**src/rtl/mm_seq_ctrl.sv**
```systemverilog
// Sequential 2x2 8-bit matrix multiply: one shared 8x8 MAC per clock, eight steps per job.
// Optional MM_SEQ_CTRL_SAT_EN clamps overflowing elements to 8'hFF instead of wrapping mod 256.
module mm_seq_ctrl (
  input  logic        clk,
  input  logic        rst,
  input  logic        in_valid,
  output logic        in_ready,
  input  logic [31:0] a,
  input  logic [31:0] b,
  output logic        out_valid,
  input  logic        out_ready,
  output logic [31:0] res,
  output logic        busy
);

  typedef enum logic [1:0] {IDLE, MAC, DONE} state_t;

`ifdef MM_SEQ_CTRL_SAT_EN
  localparam int AW = 9;
`else
  localparam int AW = 8;
`endif

  state_t               state, state_nxt;
  logic [2:0]           step;
  logic [3:0][7:0]      a_q, b_q;
  logic [3:0][AW-1:0]   acc, acc_upd;
  logic [31:0]          res_q;
  logic [3:0][7:0]      res_nxt;

  // step = {i,j,k}; element n of a packed matrix lives at slot 3-n (= ~n for 2 bits)
  logic [1:0]  a_idx, b_idx, r_idx;
  logic [7:0]  a_op, b_op;
  logic [15:0] prod;
  logic [AW-1:0] sum;

  assign a_idx = {step[2], step[0]};
  assign b_idx = {step[0], step[1]};
  assign r_idx = step[2:1];
  assign a_op  = a_q[~a_idx];
  assign b_op  = b_q[~b_idx];
  assign prod  = {8'h00, a_op} * {8'h00, b_op};

`ifdef MM_SEQ_CTRL_SAT_EN
  logic [3:0] ovf, ovf_upd;

  assign sum = {1'b0, acc[r_idx][7:0]} + {1'b0, prod[7:0]};

  always_comb begin
    acc_upd        = acc;
    ovf_upd        = ovf;
    acc_upd[r_idx] = sum;
    ovf_upd[r_idx] = ovf[r_idx] | (|prod[15:8]) | sum[8];
    for (int n = 0; n < 4; n++)
      res_nxt[3-n] = (ovf_upd[n] | acc_upd[n][8]) ? 8'hFF : acc_upd[n][7:0];
  end
`else
  logic prod_hi_unused;
  assign prod_hi_unused = ^prod[15:8];

  assign sum = acc[r_idx] + prod[7:0];

  always_comb begin
    acc_upd        = acc;
    acc_upd[r_idx] = sum;
    for (int n = 0; n < 4; n++)
      res_nxt[3-n] = acc_upd[n];
  end
`endif

  always_comb begin
    state_nxt = state;
    in_ready  = 1'b0;
    out_valid = 1'b0;
    busy      = 1'b1;
    case (state)
      IDLE: begin
        in_ready = 1'b1;
        busy     = 1'b0;
        if (in_valid) state_nxt = MAC;
      end
      MAC: begin
        if (step == 3'd7) state_nxt = DONE;
      end
      DONE: begin
        out_valid = 1'b1;
        if (out_ready) state_nxt = IDLE;
      end
      default: state_nxt = IDLE;
    endcase
  end

  assign res = res_q;

  always_ff @(posedge clk or posedge rst) begin
    if (rst) begin
      state <= IDLE;
      step  <= 3'd0;
      a_q   <= '0;
      b_q   <= '0;
      acc   <= '0;
      res_q <= 32'h0;
`ifdef MM_SEQ_CTRL_SAT_EN
      ovf   <= 4'h0;
`endif
    end else begin
      state <= state_nxt;
      case (state)
        IDLE: if (in_valid) begin
          a_q   <= a;
          b_q   <= b;
          acc   <= '0;
          step  <= 3'd0;
`ifdef MM_SEQ_CTRL_SAT_EN
          ovf   <= 4'h0;
`endif
        end
        MAC: begin
          acc  <= acc_upd;
          step <= step + 3'd1;
`ifdef MM_SEQ_CTRL_SAT_EN
          ovf  <= ovf_upd;
`endif
          // step 7 finishes R11, so res takes the post-update accumulators
          if (step == 3'd7) res_q <= res_nxt;
        end
        default: ;
      endcase
    end
  end

endmodule

```
**config.mk**
```make
export PLATFORM = sky130hd
export DESIGN_NAME = mm_seq_ctrl
export DESIGN_NICKNAME = d
export VERILOG_FILES = /design/src/rtl/mm_seq_ctrl.sv
export SDC_FILE = /design/constraint.sdc
export NUM_CORES = 1
export LEC_CHECK = 0
export CAP_MARGIN = 25
export CORE_ASPECT_RATIO = 0.6
export CORE_UTILIZATION = 55
export DETAILED_ROUTE_END_ITERATION = 8
export HOLD_SLACK_MARGIN = 0.12
export PLACE_DENSITY = 0.81
export RECOVER_POWER = 50
export SLEW_MARGIN = 20
export SYNTH_ARGS = -nofsm -noshare
export SYNTH_HDL_FRONTEND = slang
export SYNTH_SLANG_ARGS = --single-unit
```
**constraint.sdc**
```tcl
create_clock -name clk -period 7.4 [get_ports clk]
set_input_delay 1.11 -clock clk [delete_from_list [all_inputs] [get_ports clk]]
set_output_delay 1.11 -clock clk [all_outputs]
set_load 0.05 [all_outputs]
```
==> results.toml, run 1 <==
[clock_network]
cts_tree = "done"
ctsHoldBuffers = 0
cts_setup_buffers = 0
cts_made_buffers = 17
root_buffer = "clkbuf_16"
clk_latency_ns = 0.43
clk_pin_slew_ns = 0.06
cts_buffer_depth = 2
numClockSinks = 133
post_cts_resized = 0
htree_num_levels = 4

[synthesis]
yosysWarnings = 0
synthCells = 678
ys_seq_area_frac = 0.484
synth.largest_area_cell = "dfrtp_1"
synth-seq-cells = 133
synthFlopType = "dfrtp_1"
synth_top_cells_by_count = "256 x nand2_1, 133 x dfrtp_1, 40 x inv_1, 34 x o21ai_0, 32 x a22o_1"
synth.most_common_cell = "nand2_1"
syn_area_um2 = 6870
ys_types = 28
synthTopCellsByArea = "dfrtp_1 48%, nand2_1 14%, mux4_2 6.9%, fa_1 5.2%, a22o_1 4.1%"
synth_edf_count = 0
yosysTopAreaCellShare = 0.484
ys_async_sr_fraction = 1.00
syn_nets = 783
synth.avg_cell_area_um2 = 10.1

[sta]
drv_slew = 258
finalCritPeriodShare = 0.771
setup_tns_ns = 0
hold_violations = 0
fmax_mhz = 175
period_minus_slack_ns = 5.71
finClkSkew_ns = 0.00945
rsz0062_at_grt = "no"
setup_ws_ns = 1.69
max_slew_margin = -0.688
setup-violations-final = 0
tightest_slew_ns = 2.53

[place]
port_buffers = 102
place_ws_ns = 1.75
dpl.hpwl_um = 12600
gp_congestion = 0.959

[worst_setup_path]
startpoint_type = "flip-flop"
timing.rr.start = "step[0]"
cp.required_ns = 7.62
path_class = "reg -> reg"
worstPathMaxFanout = 19
end_kind = "flip-flop"
critPathArrivalTime_ns = 5.93
startpoint = "step[0]"

[die]
die_h_um = 88.6
io_pins = 103
rows = 31
dieArea_um2 = 13000
start_util = 0.568
coreArea_um2 = 12100
die_w_um = 146

[routing]
ant_nets = 0
drc = 0
wl_per_cell_um = 18.7
via_count = 5364
vias_per_cell = 5.65
drt_iter0_drc = 482
routed_wl_um = 17800
firstDrtPassIters = 5

[cells_and_area]
drive_above_1_share = 0.0752
area_delta_synth_final_pct = 25.2
num_antenna_cells = 0
fin_nets = 877

[hold_path]
min_from = "res[11]"
min_path_type = "reg -> reg"

[global_route]
grt_max_degree = 78
grt_remaining_overflow = 0
track_usage = 0.294
grt_pass1_wl_um = 27800
grt_pass1_vias = 5219
antenna_found_initial = 0

[outcome]
violations = "capacitance limit, slew limit"
status = "finished, violations left"

[job]
drv_cap = 5
## through the flow
stage               hold slack (ns)  instance area [um2]  std cells   util
floorplan                     0.437                 6870        678      -
global placement              0.453                 8000        916  0.661
detailed placement            0.457                 8020        917  0.662
CTS                           0.475                 8610        949  0.711
global route                  0.491                 8600        950  0.711
finish                        0.479                 8600        950  0.711
## layout make-up
type	count	area, um2
Clock buffer	19	453
Clock inverter	13	138
Fill cell	861	3500
Inverter	40	151
Multi-Input combinational cell	470	3240
Sequential cell	133	3330
Tap cell	165	206
Timing Repair Buffer	110	1090
## flip-flops by register name, indices dropped and copies added, names as in the netlist
register,cells
step,3
acc,32
a_q,32
res,32
b_q,32
state,2
## layout by cell type (no fill, tap or decap)
cell	netlist	routed
clkbuf_16	0	17
xnor2_1	11	11
fa_1	18	18
clkbuf_8	0	2
a21oi_1	5	5
o21ai_0	34	34
clkinv_4	0	3
inv_8	0	2
clkbuf_1	25	4
xnor3_1	1	1
xnor3_2	1	1
mux2i_1	28	28
and2_1	13	12
bufinv_16	0	1
a21o_1	2	2
ha_1	19	19
clkdlybuf4s50_1	0	100
buf_4	1	3
clkinvlp_2	0	1
dfrtp_1	133	133
clkinvlp_4	0	2
o21ai_1	4	4
dlygate4sd3_1	0	2
inv_1	40	39
nand3_1	1	1
nor2_1	12	12
nor3_1	1	1
inv_6	0	5
mux4_1	3	3
mux4_2	21	21
nand2_1	256	256
nand2b_1	4	4
buf_16	0	1
a22o_1	32	32
nor2b_1	1	1
xor2_1	3	3
and2_0	0	1
## final timing paths
| path | end | cells after the start | slack (ns) |
|---|---|---|---|
| hold / removal | res[11] | 2 | 0.48 |
| setup / recovery | res[31] | 15 | 1.69 |
| max in group asynchronous | b_q[17] | 4 | 3.37 |
| hold reg to reg | res[11] | 2 | 0.48 |
| setup reg to reg | res[31] | 15 | 1.69 |
| min in group asynchronous | res[1] | 2 | 1.79 |
## metal layers
layer / up-vias / global-route usage / routed length [um]
li1: 2411 / - / -
met5: - / 0 / 0
met2: 276 / 0.402 / 7420
met1: 2646 / 0.428 / 8170
met4: 0 / 0.116 / 280
met3: 31 / 0.104 / 1940
## critical path, stage by stage (launching register included)
cell and delay (ns):
dfrtp_1 0.94, mux4_2 0.69, and2_1 0.20, fa_1 0.47, fa_1 0.50, ha_1 0.29
inv_1 0.05, fa_1 0.54, inv_1 0.04, ha_1 0.33, a21o_1 0.17, a21oi_1 0.18
xnor3_1 0.35, xnor3_2 0.47, mux2i_1 0.18, o21ai_1 0.08
## cells by family (layout without fill, tap and decap cells)
kind of cell             count (synthesis)  after routing  share of synthesized area
AO/OA/AOI/OAI                           77             77                     0.0743
XOR/XNOR                                16             16                     0.0246
adder cells (fa/ha/maj)                 37             37                     0.0871
buffers and inverters                   75            182                     0.0443
flip-flops                             133            133                      0.484
multiplexers                            52             52                      0.121
AND/OR/NAND/NOR                        288            288                      0.164
Power of run 1 is not shown: default switching activity piles up to over one toggle a cycle in this logic, so the estimate is an artifact.
==> run 2: changes to the inputs <==
clock period = 5.8 ns   (was 7.4 ns; I/O delays follow)
==> run 2 against run 1 <==
Compared with the run above:
- the run still ends with capacitance limit, slew limit left
- hold slack got worse by 0.0042 ns
- setup slack got worse by 1.3 ns
- routed wire length fell by 4.2%
- global-route usage fell by 0.91 points
- maximum frequency rose by 5.1%
- critical endpoint is now res[15]
==> results.toml, run 2 (synthesis results as in run 1) <==
[sta]
fmax_mhz = 184
period_minus_slack_ns = 5.43
finalCritPeriodShare = 0.936
whs_ns = 0.475
setup-violations-final = 0
hold_violations = 0
max_slew_margin = -0.580
drv_slew = 240
rsz0062_at_grt = "no"
finClkSkew_ns = 0.0106
tightest_slew_ns = 2.37
setup_tns_ns = 0

[worst_setup_path]
startpoint = "step[1]"
timing.rr.start = "step[1]"
path_class = "reg -> reg"
critPathArrivalTime_ns = 5.70
startpoint_type = "flip-flop"
end_kind = "flip-flop"
worstPathMaxFanout = 19
cp.required_ns = 6.07

[outcome]
violations = "capacitance limit, slew limit"
status = "finished, violations left"

[hold_path]
min_path_type = "reg -> reg"
min_from = "b_q[18]"

[clock_network]
post_cts_resized = 0
cts_setup_buffers = 0
ctsHoldBuffers = 0
cts_made_buffers = 17
htree_num_levels = 4
numClockSinks = 133
clk_pin_slew_ns = 0.06
clk_latency_ns = 0.42
cts_buffer_depth = 2
root_buffer = "clkbuf_16"
cts_tree = "done"

[global_route]
antenna_found_initial = 0
track_usage = 0.285
grt_remaining_overflow = 0
grt_pass1_vias = 5129
grt_pass1_wl_um = 27400
grt_max_degree = 66

[routing]
wl_met1_um = 8210
routed_wl_um = 17100
wl_met2_um = 6990
dr_wl_met3_um = 1690
top_layer = "met4"
drc = 0
drt_iter0_drc = 450
vias_per_cell = 5.53
via_count = 5267
ant_nets = 0
wl_per_cell_um = 17.9
firstDrtPassIters = 5

[die]
rows = 31
start_util = 0.568
coreArea_um2 = 12100
dieArea_um2 = 13000
io_pins = 103
die_h_um = 88.6
die_w_um = 146

[cells_and_area]
area_delta_synth_final_pct = 25.6
finalNonFillerCells = 952
drive_above_1_share = 0.0788
layout_common_cells = "256 x nand2_1, 132 x dfrtp_1, 100 x clkdlybuf4s50_1"
num_antenna_cells = 0
fin_nets = 879
layout_commonest_cell = "nand2_1"

[place]
placedCellCount = 920
dpl.hpwl_um = 12500
port_buffers = 102
gp_congestion = 0.872

[job]
drv_cap = 5
run 2: final timing paths:
check	slack, ns	end	cells past startpoint
max in group asynchronous	1.35	step[2]	3
worst max-delay path	0.37	res[15]	16
worst max register to register	0.37	res[15]	16
worst min register to register	0.47	b_q[18]	2
min in group asynchronous	1.48	res[0]	2
worst min-delay path	0.47	b_q[18]	2
run 2: layout make-up:
cell class | instances | area [um2]
clock inverters | 12 | 144
well taps | 165 | 206
clock buffers | 20 | 467
inverters | 40 | 151
fillers | 899 | 3470
multi-input cells | 470 | 3240
flip-flops and latches | 133 | 3330
repair buffers | 112 | 1090
run 2: metal layers:
| metal | vias to the layer above | global-route usage |
|---|---|---|
| li1 | 2427 | - |
| met1 | 2588 | 0.444 |
| met2 | 236 | 0.380 |
| met3 | 16 | 0.0861 |
| met4 | 0 | 0.0814 |
| met5 | - | 0 |
run 2: critical path, cell delays in order, from the launching register on:
cell,delay (ns)
dfrtp_1,0.48
buf_4,0.37
mux4_2,0.59
and2_1,0.20
fa_1,0.45
fa_1,0.49
ha_1,0.29
inv_1,0.05
fa_1,0.52
inv_1,0.04
ha_1,0.33
a21o_1,0.18
a21oi_1,0.19
xnor3_1,0.35
xnor3_2,0.48
mux2i_1,0.19
o21ai_1,0.09
run 2: metrics by stage:
stage	setup WS (ns)	area, um2	utilization
6_report	0.369	8630	0.713
5_1_grt	0.0888	8630	0.713
4_1_cts	0.297	8670	0.717
3_5_place_dp	0.285	8060	0.666
3_3_place_gp	0.483	8020	0.663
2_1_floorplan	0.509	6870	-
Power of run 2 is left out for the same reason.
